[src/rtl/ram_burst_reader_if.sv]
// ram_burst_reader_if: bundles the command, RAM-port and output-stream signals
// of the burst reader.
//   cmd_valid/cmd_ready/cmd_addr/cmd_len : burst request handshake
//   ram_en/ram_we/ram_addr/ram_di/ram_do : reader-side RAM port
//   out_valid/out_ready/out_data/out_last: output word stream
//   busy/done                            : burst status
// slave  = the burst reader itself; master = the surrounding system.
interface ram_burst_reader_if #(
    parameter int unsigned WIDTH_G   = 32,
    parameter int unsigned ADDRWIDTH = 6,
    parameter int unsigned LEN_WIDTH = 7
);
    logic                 cmd_valid;
    logic                 cmd_ready;
    logic [ADDRWIDTH-1:0] cmd_addr;
    logic [LEN_WIDTH-1:0] cmd_len;
    logic                 ram_en;
    logic                 ram_we;
    logic [ADDRWIDTH-1:0] ram_addr;
    logic [WIDTH_G-1:0]   ram_di;
    logic [WIDTH_G-1:0]   ram_do;
    logic                 out_valid;
    logic                 out_ready;
    logic [WIDTH_G-1:0]   out_data;
    logic                 out_last;
    logic                 busy;
    logic                 done;

    modport master (
        output cmd_valid, cmd_addr, cmd_len, ram_do, out_ready,
        input  cmd_ready, ram_en, ram_we, ram_addr, ram_di,
               out_valid, out_data, out_last, busy, done
    );

    modport slave (
        input  cmd_valid, cmd_addr, cmd_len, ram_do, out_ready,
        output cmd_ready, ram_en, ram_we, ram_addr, ram_di,
               out_valid, out_data, out_last, busy, done
    );
endinterface

[src/rtl/ram_burst_reader.sv]
// ram_burst_reader: reads cmd_len sequential words from a block RAM with
// 1-cycle registered read latency, starting at cmd_addr (wrapping), and
// streams them out on a valid/ready port with a last-beat marker.
//   clk, rst_n : clock, asynchronous active-low reset
//   bus        : ram_burst_reader_if.slave (command, RAM port, output stream,
//                busy/done status)
module ram_burst_reader #(
    parameter int unsigned WIDTH_G    = 32,
    parameter int unsigned ADDRWIDTH  = 6,
    parameter int unsigned LEN_WIDTH  = 7,
    parameter int unsigned FIFO_DEPTH = 4
) (
    input  logic clk,
    input  logic rst_n,
    ram_burst_reader_if.slave bus
);
    localparam int unsigned PTR_W = $clog2(FIFO_DEPTH);
    localparam int unsigned CNT_W = PTR_W + 1;

    typedef enum logic [1:0] {IDLE, RUN, DRAIN} stateE;

    stateE                state;
    logic [ADDRWIDTH-1:0] addrQ;
    logic [LEN_WIDTH-1:0] issueCnt;
    logic [LEN_WIDTH-1:0] pushRem;
    logic                 zeroLen;
    logic [CNT_W-1:0]     outstanding;
    logic                 rdPend;

    logic [WIDTH_G-1:0]   memData [FIFO_DEPTH];
    logic                 memLast [FIFO_DEPTH];
    logic [PTR_W-1:0]     wrPtr;
    logic [PTR_W-1:0]     rdPtr;
    logic [CNT_W-1:0]     fifoCount;

    logic                 cmdReady;
    logic                 ramEn;
    logic [ADDRWIDTH-1:0] ramAddr;
    logic                 outValid;
    logic [WIDTH_G-1:0]   outData;
    logic                 outLast;
    logic                 busyQ;
    logic                 doneQ;

    logic                 accept;
    logic                 issue;
    logic                 push;
    logic                 pop;
    logic                 pushLast;
    logic [CNT_W-1:0]     countAfterPop;
    logic [CNT_W-1:0]     countNext;
    logic [PTR_W-1:0]     rdPtrNext;

    // Handshakes and credit check: buffered plus in-flight words never exceed the FIFO.
    assign accept        = bus.cmd_valid && cmdReady;
    assign issue         = (state == RUN) && (issueCnt != '0) &&
                           (({1'b0, fifoCount} + {1'b0, outstanding}) < (CNT_W + 1)'(FIFO_DEPTH));
    assign push          = rdPend;
    assign pop           = outValid && bus.out_ready;
    assign pushLast      = (pushRem == LEN_WIDTH'(1));
    assign countAfterPop = fifoCount - CNT_W'(pop);
    assign countNext     = countAfterPop + CNT_W'(push);
    assign rdPtrNext     = rdPtr + PTR_W'(pop);

    // FIFO storage; entries are only consumed through the registered head below.
    always_ff @(posedge clk) begin
        if (push) begin
            memData[wrPtr] <= bus.ram_do;
            memLast[wrPtr] <= pushLast;
        end
    end

    // Control FSM, read issue, capture pipeline and registered FIFO head.
    always_ff @(posedge clk or negedge rst_n) begin
        if (!rst_n) begin
            state       <= IDLE;
            addrQ       <= '0;
            issueCnt    <= '0;
            pushRem     <= '0;
            zeroLen     <= 1'b0;
            outstanding <= '0;
            rdPend      <= 1'b0;
            wrPtr       <= '0;
            rdPtr       <= '0;
            fifoCount   <= '0;
            cmdReady    <= 1'b1;
            ramEn       <= 1'b0;
            ramAddr     <= '0;
            outValid    <= 1'b0;
            outData     <= '0;
            outLast     <= 1'b0;
            busyQ       <= 1'b0;
            doneQ       <= 1'b0;
        end else begin
            ramEn  <= 1'b0;
            doneQ  <= 1'b0;
            // The RAM registers data one edge after ram_en; capture one edge later.
            rdPend <= ramEn;

            if (issue) begin
                ramEn    <= 1'b1;
                ramAddr  <= addrQ;
                addrQ    <= addrQ + ADDRWIDTH'(1);
                issueCnt <= issueCnt - LEN_WIDTH'(1);
            end
            outstanding <= outstanding + CNT_W'(issue) - CNT_W'(push);

            if (push) begin
                wrPtr   <= wrPtr + PTR_W'(1);
                pushRem <= pushRem - LEN_WIDTH'(1);
            end
            rdPtr     <= rdPtrNext;
            fifoCount <= countNext;
            outValid  <= (countNext != '0);

            // Head register: bypass the incoming word when it lands in an empty FIFO.
            if (push && (countAfterPop == '0)) begin
                outData <= bus.ram_do;
                outLast <= pushLast;
            end else if (countAfterPop != '0) begin
                outData <= memData[rdPtrNext];
                outLast <= memLast[rdPtrNext];
            end else begin
                outData <= '0;
                outLast <= 1'b0;
            end

            case (state)
                IDLE: begin
                    if (accept) begin
                        addrQ    <= bus.cmd_addr;
                        issueCnt <= bus.cmd_len;
                        pushRem  <= bus.cmd_len;
                        busyQ    <= 1'b1;
                        cmdReady <= 1'b0;
                        if (bus.cmd_len == '0) begin
                            zeroLen <= 1'b1;
                            state   <= DRAIN;
                        end else begin
                            state   <= RUN;
                        end
                    end
                end
                RUN: begin
                    if (issue && (issueCnt == LEN_WIDTH'(1))) begin
                        state <= DRAIN;
                    end
                end
                DRAIN: begin
                    if (zeroLen || (pop && outLast)) begin
                        state    <= IDLE;
                        zeroLen  <= 1'b0;
                        busyQ    <= 1'b0;
                        cmdReady <= 1'b1;
                        doneQ    <= 1'b1;
                    end
                end
                default: state <= IDLE;
            endcase
        end
    end

    assign bus.cmd_ready = cmdReady;
    assign bus.ram_en    = ramEn;
    assign bus.ram_we    = 1'b0;
    assign bus.ram_addr  = ramAddr;
    assign bus.ram_di    = '0;
    assign bus.out_valid = outValid;
    assign bus.out_data  = outData;
    assign bus.out_last  = outLast;
    assign bus.busy      = busyQ;
    assign bus.done      = doneQ;
endmodule

[src/flat_wrapper.sv]
// flat-port wrapper written by rule: the top's interface ports become plain ports
module ram_burst_reader_flat 
#(
    parameter int unsigned WIDTH_G    = 32,
    parameter int unsigned ADDRWIDTH  = 6,
    parameter int unsigned LEN_WIDTH  = 7,
    parameter int unsigned FIFO_DEPTH = 4
)
  (clk, rst_n, bus_cmd_valid, bus_cmd_addr, bus_cmd_len, bus_ram_do, bus_out_ready, bus_cmd_ready, bus_ram_en, bus_ram_we, bus_ram_addr, bus_ram_di, bus_out_valid, bus_out_data, bus_out_last, bus_busy, bus_done);
  ram_burst_reader_if #(.WIDTH_G(WIDTH_G), .ADDRWIDTH(ADDRWIDTH), .LEN_WIDTH(LEN_WIDTH)) bus_i ();
  input  logic clk;
  input  logic rst_n;
  input wire logic [$bits(bus_i.cmd_valid)-1:0] bus_cmd_valid;
  input wire logic [$bits(bus_i.cmd_addr)-1:0] bus_cmd_addr;
  input wire logic [$bits(bus_i.cmd_len)-1:0] bus_cmd_len;
  input wire logic [$bits(bus_i.ram_do)-1:0] bus_ram_do;
  input wire logic [$bits(bus_i.out_ready)-1:0] bus_out_ready;
  output wire logic [$bits(bus_i.cmd_ready)-1:0] bus_cmd_ready;
  output wire logic [$bits(bus_i.ram_en)-1:0] bus_ram_en;
  output wire logic [$bits(bus_i.ram_we)-1:0] bus_ram_we;
  output wire logic [$bits(bus_i.ram_addr)-1:0] bus_ram_addr;
  output wire logic [$bits(bus_i.ram_di)-1:0] bus_ram_di;
  output wire logic [$bits(bus_i.out_valid)-1:0] bus_out_valid;
  output wire logic [$bits(bus_i.out_data)-1:0] bus_out_data;
  output wire logic [$bits(bus_i.out_last)-1:0] bus_out_last;
  output wire logic [$bits(bus_i.busy)-1:0] bus_busy;
  output wire logic [$bits(bus_i.done)-1:0] bus_done;
  assign bus_i.cmd_valid = bus_cmd_valid;
  assign bus_i.cmd_addr = bus_cmd_addr;
  assign bus_i.cmd_len = bus_cmd_len;
  assign bus_i.ram_do = bus_ram_do;
  assign bus_i.out_ready = bus_out_ready;
  assign bus_cmd_ready = bus_i.cmd_ready;
  assign bus_ram_en = bus_i.ram_en;
  assign bus_ram_we = bus_i.ram_we;
  assign bus_ram_addr = bus_i.ram_addr;
  assign bus_ram_di = bus_i.ram_di;
  assign bus_out_valid = bus_i.out_valid;
  assign bus_out_data = bus_i.out_data;
  assign bus_out_last = bus_i.out_last;
  assign bus_busy = bus_i.busy;
  assign bus_done = bus_i.done;
  ram_burst_reader #(.WIDTH_G(WIDTH_G), .ADDRWIDTH(ADDRWIDTH), .LEN_WIDTH(LEN_WIDTH), .FIFO_DEPTH(FIFO_DEPTH)) u_core (.clk(clk), .rst_n(rst_n), .bus(bus_i));
endmodule
[config.mk]
export PLATFORM = sky130hd
export DESIGN_NAME = ram_burst_reader_flat
export DESIGN_NICKNAME = d
export VERILOG_FILES = /design/src/rtl/ram_burst_reader_if.sv /design/src/rtl/ram_burst_reader.sv /design/src/flat_wrapper.sv
export SDC_FILE = /design/constraint.sdc
export NUM_CORES = 1
export LEC_CHECK = 0
export CORE_MARGIN = 8
export CORE_UTILIZATION = 40
export DETAILED_ROUTE_END_ITERATION = 10
export PLACE_DENSITY = 0.59
export SYNTH_ARGS = -nofsm -noshare
export SYNTH_HDL_FRONTEND = slang
export SYNTH_SLANG_ARGS = --single-unit
[constraint.sdc]
create_clock -name clk -period 6.3 [get_ports clk]
set_clock_uncertainty 0.1 [all_clocks]
set_input_delay 0.945 -clock clk [delete_from_list [all_inputs] [get_ports clk]]
set_output_delay 0.945 -clock clk [all_outputs]
set_load 0.03 [all_outputs]
# Word-level counts from Yosys, hierarchy flattened
# Memories as Yosys holds them, arrays and structs flattened.
# Index checks and enable logic that the tools add are counted.
classes:
  bitwise: 0
  div_mod_pow: 0
  n_reduce_logical: 18
  add_sub_neg: 10
  mux: 32
  mul: 0
  eq_ne: 8
  shift: 0
  order_cmp: 1
op_table:
  columns: ["cell", "count"]
  rows:
  - ["$mux W32", 2]
  - ["$mux W7", 6]
  - ["$mux W6", 3]
  - ["$eq A7 B1 Y1 const B", 2]
  - ["$sub A7 B1 Y7 const B", 2]
  - ["$mux W1", 13]
  - ["$mux W2", 4]
  - ["$logic_and A1 B1 Y1", 7]
  - ["$logic_not A7 Y1", 1]
  - ["$reduce_bool A7 Y1", 1]
  - ["$add A3 B1 Y3", 2]
  - ["$add A6 B1 Y6 const B", 1]
  - ["$ne A2 B1 Y1 const B", 3]
  - ["$pmux W1 S2", 3]
  - ["$pmux W2 S3", 1]
  - ["$reduce_and A3 Y1", 2]
  - ["$reduce_bool A3 Y1", 2]
  - ["$sub A3 B1 Y3", 2]
  - ["$add A3 B3 Y4", 1]
  - ["$lt A4 B3 Y1 const B", 1]
  - ["$reduce_and A4 Y1", 1]
  - ["$logic_not A3 Y1", 1]
  - ["$add A2 B1 Y2", 1]
  - ["$add A2 B1 Y2 const B", 1]
  - ["6 further kinds", 6]
word_totals:
  latch_bits: 0
  word_cells: 89
  inputBits: 49
  ff_bits: 78
  mem_bits_ro: 0
  ram_bits: 132
  mem_count: 2
  out_inout_bits: 77
memory_table:
  columns: ["name", "depth", "word_bits", "read_ports", "rd_ports_with_merged_regs", "write_ports", "line", "source"]
  rows:
  - ["u_core.memData", 4, 32, 1, 0, 1, "ram_burst_reader.sv:30", "logic [WIDTH_G-1:0] memData [FIFO_DEPTH];"]
  - ["u_core.memLast", 4, 1, 1, 0, 1, "ram_burst_reader.sv:31", "logic memLast [FIFO_DEPTH];"]

# Depth between registers and ports, before layout
logic_depth:
  ltp_word: 6
  depth_mapped: 10
  ltp_nobuf: 8

# Worst setup path after synthesis
# Ideal clock, no wire load.
synth_timing:
  path_kind: "input to register"
  start: "input bus_out_ready"
  end: "register u_core.outData[24], in the netlist u_core.bus.out_data[24]"
  n_path_buf: 2
  required_time_ns: 6.066
  arrival_ns: 2.599
  setup_ns: 0.134
  stages: 7
  slack_ns: 3.467
  path_cell_list: "and2_1 -> ha_1 -> clkbuf_1 -> buf_2 -> mux4_2 -> nand2_1 -> o21ai_0"
synth_via:
  elab_chain_cells: 5
  elab_cells_between_ends: 9
  cone_classes: "add/sub: 2; mux: 2; reduce/logical: 4; memory: 1"
synth_rtl:
  columns: ["item", "line", "source"]
  rows:
  - ["from (decl)", "flat_wrapper.sv:17", "input wire logic [$bits(bus_i.out_ready)-1:0] bus_out_ready;"]
  - ["$logic_and A1 B1 Y1", "ram_burst_reader.sv:59", "assign pop = outValid && bus.out_ready;"]
  - ["$add A2 B1 Y2", "ram_burst_reader.sv:63", "assign rdPtrNext = rdPtr + PTR_W'(pop);"]
  - ["named net u_core.rdPtrNext[0]", "ram_burst_reader.sv:52", "logic [PTR_W-1:0] rdPtrNext;"]
  - ["$mem_v2 Z4 W32", null, null]
  - ["$mux W32", "ram_burst_reader.sv:120", "end else if (countAfterPop != '0) begin"]
  - ["$mux W32", "ram_burst_reader.sv:117", "if (push && (countAfterPop == '0)) begin"]
  - ["to (signal assigned)", "ram_burst_reader.sv:118", "outData <= bus.ram_do;"]
  - ["to (signal assigned)", "ram_burst_reader.sv:121", "outData <= memData[rdPtrNext];"]
  - ["to (decl)", "ram_burst_reader.sv:40", "logic [WIDTH_G-1:0] outData;"]
# The timed path passes the listed nets, and every way through them passes these cells.
# A chain may end at the register's enable or synchronous reset.

# Worst setup path in the final report
# Same ends and word-level chain as after synthesis.

==> impl_results.md <==
- Worst hold slack: 0.290 ns
- CTS tree: done
- DR WL/cell: 19.0 um
- Req. time, crit path: 6.58 ns
- Sequential fraction of the synthesis area: 68.3%
- Final hold violation count: 0
- Crit path DAT: 3.53 ns
- Synthesis-to-finish area growth: 21.0%
- Fraction of registers with async set/reset: 37.1%
- # diodes: 0
- Top-area cell type share of the netlist area: 45.7%
- Clock share of power: 24.3%
- Synth Warn #: 0
- Initial core utilization: 40.2%
- ANT nets after route: 0
- Crit Path Category: primary input to flip-flop
- Core area: 21600 um2
- Worst relative slew slack: 26.6%
- CP Launch Type: primary input
- Final Util: 48.7%
- Switching share of power: 35.2%
- Clk_lat worst skew: 0.53 ns
- Post-synth top flop: edfxtp_1
- Final period util: 51.7%
- Status: complete, no violations
- Pwr per Cell Area: 498 nW/um2
- Post-CTS setup buffer count: 0
- Max Freq: 307 MHz
- Multi-input logic area: 2470 um2
- Final Wtd Congestion: 0.791
- Post-route cell area: 10500 um2
- Dpl hpwl: 11.4 mm
- Cell variety after synth: 46
- Peak supply drop: 0.000234 V
- Gate Count Post-Synth: 578
- Pint: 3.39 mW
- DRT iter0 DRCs: 286
- Number of enable flip-flop cells after synthesis: 132
- GRT Total Usage: 13.9%
- Die span in y: 163 um
- Final Max Tran Viols: 0
- Initial antenna violation count: 0
- CTS root buf: clkbuf_16
- Largest net degree at the start of global routing: 79
- # resized after CTS: 0
- Clk sinks: 210
- Filler cell count: 1838
- WL final: 18.5 mm
- Seq cells post-synth: 210
- Hold Path Class: flip-flop to flip-flop
- Die area: 26600 um2
- DP Area: 9750 um2
- Layout net count: 741
- Leakage: 3.82 nW
- Synth top area cells: edfxtp_1 46%, dfrtp_1 22%, mux4_2 8.6%
- Max-cap check violation count: 0
- First-pass GRT wire length: 29.4 mm
- Setup Viol. Count Final: 0
- Die W: 163 um
- Post-Synthesis Cell Area: 8660 um2
- Core Rows: 54
- Overall power: 5.22 mW
- DR vias: 4897
- Sum Neg Setup Slack: 0 ns
- Min Tclk post-route: 3.26 ns
- Vias in the first global route: 5336
- Sequential power share: 38.8%
- Clk slew on worst S/H paths: 0.05 ns
- Port bufs: 92
- Syn Area/Cell: 15.0 um2
- TritonCTS Buffers: 24
- H-tree depth: 1
- Grt ovf: 0
- I/O pin count: 126
- Cts-stage hold buffer count: 0
- Max clock buf depth: 3
- Largest area contributor in the netlist: edfxtp_1
- Net Switching: 1.84 mW
- Worst Max-Slew Pin Slew: 1.09 ns
- Setup repair after global routing missed its margin: false
- Comb pwr share: 36.9%
- Via density: 5.05
- Layout cells sized above 1: 13.0%
- DRC violations left: 0
- Crit end category: flip-flop
- DRT Pass-1 Iters: 4
- Worst Path Max Fanout: 21
- Register Area: 5920 um2
==> through the flow <==
step,setup WS (ns),cells
CTS,2.99,970
floorplan,3.47,610
global route,2.84,970
global placement,2.44,926
finish,3.04,970
detailed placement,2.47,926
==> worst paths after layout <==
path                                                start                                end  slack [ns]  depth (start not counted)
setup / recovery                            bus_out_ready  u_core.bus.out_data[24]$_DFF_PN0_        3.04                          7
hold reg to reg               u_core.bus.ram_en$_DFF_PN0_              u_core.push$_DFF_PN0_        0.29                          0
min in group asynchronous                           rst_n  u_core.bus.out_data[29]$_DFF_PN0_        0.52                          1
max in group asynchronous                           rst_n              u_core.push$_DFF_PN0_        4.85                          1
setup reg to reg           u_core.bus.out_valid$_DFF_PN0_  u_core.bus.out_data[24]$_DFF_PN0_        3.53                          6
hold / removal                u_core.bus.ram_en$_DFF_PN0_              u_core.push$_DFF_PN0_        0.29                          0
==> cells in the final DEF, fill, tap and decap left out, types with 20 or more instances in the layout <==
cell type          n
edfxtp_1         132
clkdlybuf4s50_1   91
nand2_1           78
dfrtp_1           76
o21ai_0           40
mux4_2            33
conb_1            33
clkbuf_16         24
nor2_1            20
==> metal layers <==
metal | share of wire [%] | global-route usage [%] | vias up
met1 | 42 | 17.8 | 2455
met5 | 0 | 0 | -
met3 | 6.8 | 3.53 | 26
met4 | 1.9 | 3.29 | 0
met2 | 49 | 23.3 | 161
li1 | - | - | 2255
==> final cells by class <==
class	instances	area share (%)
sequential	210	56.4
clock buffer	35	6.31
inverter	18	0.644
timing repair buffer	96	9.04
tap	280	3.34
clock inverter	9	0.668
multi-input combinational	322	23.6
==> worst max-delay path: stages <==
cell and delay [ns]:
clkdlybuf4s50_1 0.47, and2_1 0.20, ha_2 0.65, buf_4 0.49, mux4_2 0.56, nand2_1 0.08, o21ai_0 0.10
==> power by group through the flow <==
stage	sequential [mW]	clock (mW)	combinational, mW
floorplan	2.24	0	1.10
global placement	2.04	0	1.92
detailed placement	2.05	0	1.96
CTS	2.03	1.30	1.97
global route	2.07	1.36	2.13
finish	2.03	1.27	1.93
==> flip-flops by register name (all words and copies together), names as in the netlist, 2 cells and up <==
| register | count |
|---|---|
| u_core.outstanding | 3 |
| u_core.pushRem | 7 |
| u_core.state | 2 |
| u_core.addrQ | 6 |
| u_core.memData | 128 |
| u_core.wrPtr | 2 |
| u_core.rdPtr | 2 |
| u_core.issueCnt | 7 |
| u_core.fifoCount | 3 |
| u_core.bus.out_data | 32 |
| u_core.bus.ram_addr | 6 |
| u_core.memLast | 4 |
==> synth_stat cells (9+ instances only) <==
cell / number
a31oi_1: 9
buf_2: 10
mux4_2: 33
o21ai_0: 40
clkbuf_1: 15
buf_4: 33
edfxtp_1: 132
ha_1: 19
nor2_1: 20
nand2_1: 78
a21oi_1: 10
inv_1: 18
dfrtp_1: 77
==> cells by family (layout without fill, tap and decap cells) <==
family,after synthesis,after routing,synth area share [%]
other,1,33,0.0433
multiplexers,40,40,9.49
XOR/XNOR,12,12,1.21
flip-flops,210,210,68.3
AND/OR/NAND/NOR,143,143,8.13
AO/OA/AOI/OAI,74,74,4.91
adder cells (fa/ha/maj),20,20,2.97
buffers and inverters,78,158,4.95
Note: power is estimated with default switching activity, not from simulation.
